==> src/rtl/regfile_scoreboard.sv <==
// Decode-stage register file with NREAD combinational read ports and one writeback port.
// A per-register pending-write counter flags RAW hazards. Writeback data can be forwarded.

// One architectural register: its data word plus its pending-writer counter.
module regfile_entry #(
  parameter int WORD     = 32,
  parameter int REG_SIZE = 5,
  parameter int CNT_W    = 2,
  parameter int IDX      = 1
) (
  input  logic                clk,
  input  logic                reset,
  input  logic                wb_valid,
  input  logic [REG_SIZE-1:0] wb_addr,
  input  logic [WORD-1:0]     wb_data,
  input  logic                issue_valid,
  input  logic [REG_SIZE-1:0] issue_rd,
  input  logic                flush,
  output logic [WORD-1:0]     data,
  output logic [CNT_W-1:0]    cnt,
  output logic                dec,
  output logic                full
);
  logic hit_wb, hit_is, inc;

  assign hit_wb = wb_valid && (wb_addr == REG_SIZE'(IDX));
  assign hit_is = issue_valid && (issue_rd == REG_SIZE'(IDX));
  assign dec    = hit_wb && (cnt != '0);
  // A retiring writer in the same cycle frees a slot, so a saturated counter can still accept.
  assign full   = (&cnt) && !dec;
  assign inc    = hit_is && !full;

  always_ff @(posedge clk or posedge reset) begin
    if (reset)       data <= '0;
    else if (hit_wb) data <= wb_data;
  end

  always_ff @(posedge clk or posedge reset) begin
    if (reset)             cnt <= '0;
    else if (flush)        cnt <= '0;
    else if (inc && !dec)  cnt <= cnt + CNT_W'(1);
    else if (dec && !inc)  cnt <= cnt - CNT_W'(1);
  end
endmodule

// One read port: forwarding mux and hazard qualification.
module regfile_rdport #(
  parameter int WORD   = 32,
  parameter int BYPASS = 1
) (
  input  logic            ren,
  input  logic [WORD-1:0] rword,
  input  logic            rbusy,
  input  logic            rlast,
  input  logic            wb_hit,
  input  logic [WORD-1:0] wb_data,
  output logic [WORD-1:0] rdata,
  output logic            hazard
);
  localparam bit BYP = (BYPASS != 0);

  logic fwd, pending;

  assign fwd     = BYP && wb_hit;
  assign rdata   = fwd ? wb_data : rword;
  // The last outstanding writer retiring now resolves the hazard, because its data is forwarded.
  assign pending = rbusy && !(BYP && rlast);
  assign hazard  = ren && pending;
endmodule

module regfile_scoreboard #(
  parameter int WORD      = 32,
  parameter int REG_SIZE  = 5,
  parameter int REG_COUNT = 32,
  parameter int NREAD     = 2,
  parameter int CNT_W     = 2,
  parameter int BYPASS    = 1
) (
  input  logic                      clk,
  input  logic                      reset,
  input  logic [NREAD*REG_SIZE-1:0] raddr,
  input  logic [NREAD-1:0]          ren,
  output logic [NREAD*WORD-1:0]     rdata,
  output logic [NREAD-1:0]          hazard,
  input  logic                      issue_valid,
  input  logic [REG_SIZE-1:0]       issue_rd,
  output logic                      issue_ready,
  input  logic                      wb_valid,
  input  logic [REG_SIZE-1:0]       wb_addr,
  input  logic [WORD-1:0]           wb_data,
  input  logic                      flush,
  output logic [REG_COUNT-1:0]      busy
);
  // Arrays span the full address space; x0 and out-of-range slots are constant zero,
  // which makes them read as 0, never busy, and always ready.
  localparam int NREG = 1 << REG_SIZE;
  localparam logic [REG_SIZE:0] RC = REG_COUNT[REG_SIZE:0];

  logic [NREG-1:0][WORD-1:0]  grf;
  logic [NREG-1:0][CNT_W-1:0] cnt;
  logic [NREG-1:0]            dec;
  logic [NREG-1:0]            full;

  for (genvar r = 0; r < NREG; r++) begin : g_reg
    if (r != 0 && r < REG_COUNT) begin : g_live
      regfile_entry #(
        .WORD(WORD), .REG_SIZE(REG_SIZE), .CNT_W(CNT_W), .IDX(r)
      ) u_ent (
        .clk        (clk),
        .reset      (reset),
        .wb_valid   (wb_valid),
        .wb_addr    (wb_addr),
        .wb_data    (wb_data),
        .issue_valid(issue_valid),
        .issue_rd   (issue_rd),
        .flush      (flush),
        .data       (grf[r]),
        .cnt        (cnt[r]),
        .dec        (dec[r]),
        .full       (full[r])
      );
      assign busy[r] = |cnt[r];
    end else begin : g_dead
      assign grf[r]  = '0;
      assign cnt[r]  = '0;
      assign dec[r]  = 1'b0;
      assign full[r] = 1'b0;
      if (r < REG_COUNT) begin : g_x0
        assign busy[r] = 1'b0;
      end
    end
  end

  assign issue_ready = !full[issue_rd];

  for (genvar i = 0; i < NREAD; i++) begin : g_rd
    logic [REG_SIZE-1:0] ra;
    logic                wb_hit;

    assign ra     = raddr[i*REG_SIZE +: REG_SIZE];
    assign wb_hit = wb_valid && (wb_addr == ra) && (ra != '0) && ({1'b0, ra} < RC);

    regfile_rdport #(.WORD(WORD), .BYPASS(BYPASS)) u_rd (
      .ren    (ren[i]),
      .rword  (grf[ra]),
      .rbusy  (|cnt[ra]),
      .rlast  (dec[ra] && (cnt[ra] == CNT_W'(1))),
      .wb_hit (wb_hit),
      .wb_data(wb_data),
      .rdata  (rdata[i*WORD +: WORD]),
      .hazard (hazard[i])
    );
  end
endmodule

==> config.mk <==
export PLATFORM = sky130hd
export DESIGN_NAME = regfile_scoreboard
export DESIGN_NICKNAME = d
export VERILOG_FILES = /design/src/rtl/regfile_scoreboard.sv
export SDC_FILE = /design/constraint.sdc
export NUM_CORES = 2
export LEC_CHECK = 0
export CAP_MARGIN = 40
export CORE_AREA = 2 2 379 381
export DETAILED_ROUTE_END_ITERATION = 8
export DIE_AREA = 0 0 381 383
export GPL_ROUTABILITY_DRIVEN = 0
export GPL_TIMING_DRIVEN = 0
export MAX_ROUTING_LAYER = met4
export PLACE_DENSITY = 0.64
export SLEW_MARGIN = 10
export SYNTH_ARGS = -nofsm -noshare
export SYNTH_HDL_FRONTEND = slang
export SYNTH_HIERARCHICAL = 1
export SYNTH_SLANG_ARGS = --single-unit
==> constraint.sdc <==
create_clock -name clk -period 3 [get_ports clk]
set_clock_uncertainty 0.2 [all_clocks]
set_input_delay 0.3 -clock clk [delete_from_list [all_inputs] [get_ports clk]]
set_output_delay 0.3 -clock clk [all_outputs]
set_load 0.05 [all_outputs]
==> results.ini <==
[grt]
global_route.usage.met3_pct=11.21
use_met1_pct=46.31
grt_max_degree=94
grt_pass1_wl_mm=351.7
grt_util_all_layers_pct=35.10
grt.busiest_layer=met2
grt.overflow.total=0
antenna_found_initial=7
grt_pass1_vias=45380
met2_usage_pct=48.64

[setup_path]
worst-r2r-setup-slack_ns=0.12
critPathCaptureType=output pin
crit-reg2reg-capture=g_reg[13].g_live.u_ent/cnt[0]$_DFFE_PP0P_
worstPathMaxFanout=3
startpoint_type=flip-flop
path_class=flip-flop to output pin
cp.required_ns=2.50
endpoint=rdata[17]
crit_start=g_reg[31].g_live.u_ent/data[17]$_DFFE_PP0P_
reg2regPathDepth=7
crit-reg2reg-launch=g_reg[13].g_live.u_ent/cnt[1]$_DFFE_PP0P_
critPathArrivalTime_ns=3.08

[route]
routed_via_density=6.731
drt_iter0_markers=5710
drt_pass1_iterations=5
ant_nets=0
wl_per_cell_um=36.60
route.detailed.drc=0
via_count=45670
drt_wl_total_mm=248.3

[status]
violations=negative setup slack
status=finished with violations

[cts]
clock_latency_ns=0.75
max-clock-path-buffers=3
clkSinkCount=1054
clk_pin_slew_ns=0.07
cts_inserted_buffers=116
cts_root_buffer=clkbuf_16
h-tree-depth=3
cts_tree=built

[logic_synthesis]
synth_simple_gate_area_share_pct=7.612
synthCells=4273
muxShareOfSynthArea_pct=43.60
ys_seq_area_share_pct=41.46
yosys.area_share.adder_pct=0
synth_top_family_by_area=multiplexers
synth_area_per_cell_um2=14.89
synth_area_mm2=0.06362
mappedNetlistNets=4332
ys.flop_type=dfrtp_1
synthTopCellsByArea=dfrtp_1, mux4_2, mux2_2
synth_largest_area_cell=dfrtp_1
synth_top_area_share_pct=41.46
ys_seq_elements=1054
synth-compound-area-share_pct=2.783
synth-xor-area-share_pct=0.5369
synth-edff-count=0
synth_cell_types=79
async_reset_ff_share_pct=100.0
ys_warn_count=6

[sta]
maxSlewHeadroom_pct=33.78
rsz0062_at_grt=yes
worst_pin_slew_ns=0.9932
setup_tns_ns=-32.44
min_period_ns=3.583
finalCritPeriodShare_pct=119.4
hold_violations=0
report.final.slew_viol_count=0
max_freq_mhz=279.1
setup_slack_ns=-0.5826
finalSetupViolCount=67

[pwr]
powerDensity_mw_per_mm2=627.3
power_mw=47.72
peakVddDrop_uv=570.5
p_leak_nw=33.77

[layout]
finalNetCount=4836
multiInputGateArea_mm2=0.03523
final_common_cell=dfrtp_1
regArea_mm2=0.02642
area_growth_pct=19.59
fillers=11720
layout_common_cells=dfrtp_1, mux2_2, mux4_2
drive_gt1_share_pct=54.78

[die]
die_area_mm2=0.1459
num_rows=139
die_w_um=381
die_h_um=383
core-area_mm2=0.1423
start_util_pct=44.72
io_pins=158

[place]
portBuffers=150
place_hpwl_mm=179.0
post-place-ws_ns=-1.961

[run]
max_cap_violations=0

[worst_hold_path]
min_path_type=input pin to flip-flop

[metal layers]
layer / routed length [um] / share of wire (%)
met1: 97100 / 39
met5: 0 / 0
met2: 106400 / 43
met3: 29130 / 12
met4: 15710 / 6.3
[registers in the layout, indices dropped and copies added (netlist names)]
name,count
g.g_live.u_ent/data,992
g.g_live.u_ent/cnt,62
[critical path, cell delays in order, from the launching register on]
cell     delay [ns]
dfrtp_1        0.40
mux4_2         0.53
mux4_2         0.57
mux2_4         0.29
mux2_4         0.36
buf_8          0.18
[synth_stat cells, drive strengths merged, types with 5 or more instances]
cell and n:
mux2 1083, dfrtp 1054, mux4 604, nand2 366, buf 225, nor2 128, clkbuf 90, and3 53
a22o 50, mux2i 48, o21ai 47, or2 42, nand3 40, nand2b 38, inv 36, a21oi 33
o22ai 33, o2bb2ai 29, nand4b 28, a221oi 22, nor3b 20, xor2 20, xnor2 19, or4b 16
o31ai 15, nand3b 13, nor2b 13, nand4 12, and4bb 11, nor4b 10, nor4 9, and4b 7
nor3 7, or3b 7, a2111oi 5, nor4bb 5, o32ai 5
[kinds of logic (layout without fill, tap and decap cells)]
logic type,after synthesis,count (layout)
DFF,1054,1054
and+or+nand+nor,844,844
buffers and inverters,351,954
xor gates and xnor gates,39,39
AOI/OAI and AO/OA,249,249
other,1,7
muxes,1735,1735
[worst min-delay path by stage]
stage                     cells past startpoint                                     endpoint                                         from
final                                         5    g_reg[12].g_live.u_ent/cnt[0]$_DFFE_PP0P_                                  issue_rd[0]
after global routing                          4    g_reg[12].g_live.u_ent/cnt[0]$_DFFE_PP0P_                                  issue_rd[0]
after global placement                        2  g_reg[28].g_live.u_ent/data[16]$_DFFE_PP0P_  g_reg[28].g_live.u_ent/data[16]$_DFFE_PP0P_
after detailed placement                      2   g_reg[28].g_live.u_ent/data[5]$_DFFE_PP0P_                                        reset
after floorplan                               2   g_reg[11].g_live.u_ent/data[0]$_DFFE_PP0P_                                   wb_data[0]
after CTS                                     3   g_reg[28].g_live.u_ent/data[0]$_DFFE_PP0P_                                        reset
[repair_timing]
item | in CTS | in global routing
hold buffers | 54 | 1
endpoints found under the setup margin | 67 | 67
resized for setup | 873 | 96
endpoints found under the hold margin | 974 | 1
pin swaps | 23 | 16
setup buffers | 63 | 26
cloned | 11 | 2
[power by group]
part / internal (mW) / switching (mW)
logic: 7.17 / 6.14
registers: 16.8 / 1.96
clock network: 9.18 / 6.44
[metrics by stage]
step | util (%) | hold slack (ns) | instances | area [um2]
CTS | 53.06 | 0.005789 | 6751 | 75480
global route | 53.47 | 0.01732 | 6782 | 76070
detailed placement | 48.33 | 0.2688 | 6412 | 68750
floorplan | - | 0.2054 | 4273 | 63630
global placement | 47.46 | 0.2726 | 6326 | 67510
finish | 53.47 | 0.01358 | 6785 | 76080
[layout make-up]
| type | count | share of cell area [%] |
|---|---|---|
| Clock inverter | 51 | 0.9605 |
| Tap cell | 1903 | 3.130 |
| Inverter | 36 | 0.1875 |
| Buffer | 306 | 3.988 |
| Antenna cell | 6 | 0.01974 |
| Timing Repair Buffer | 395 | 6.202 |
| Clock buffer | 166 | 4.472 |
| Sequential cell | 1054 | 34.73 |
| Multi-Input combinational cell | 2868 | 46.31 |
(Power assumes the default switching activity.)
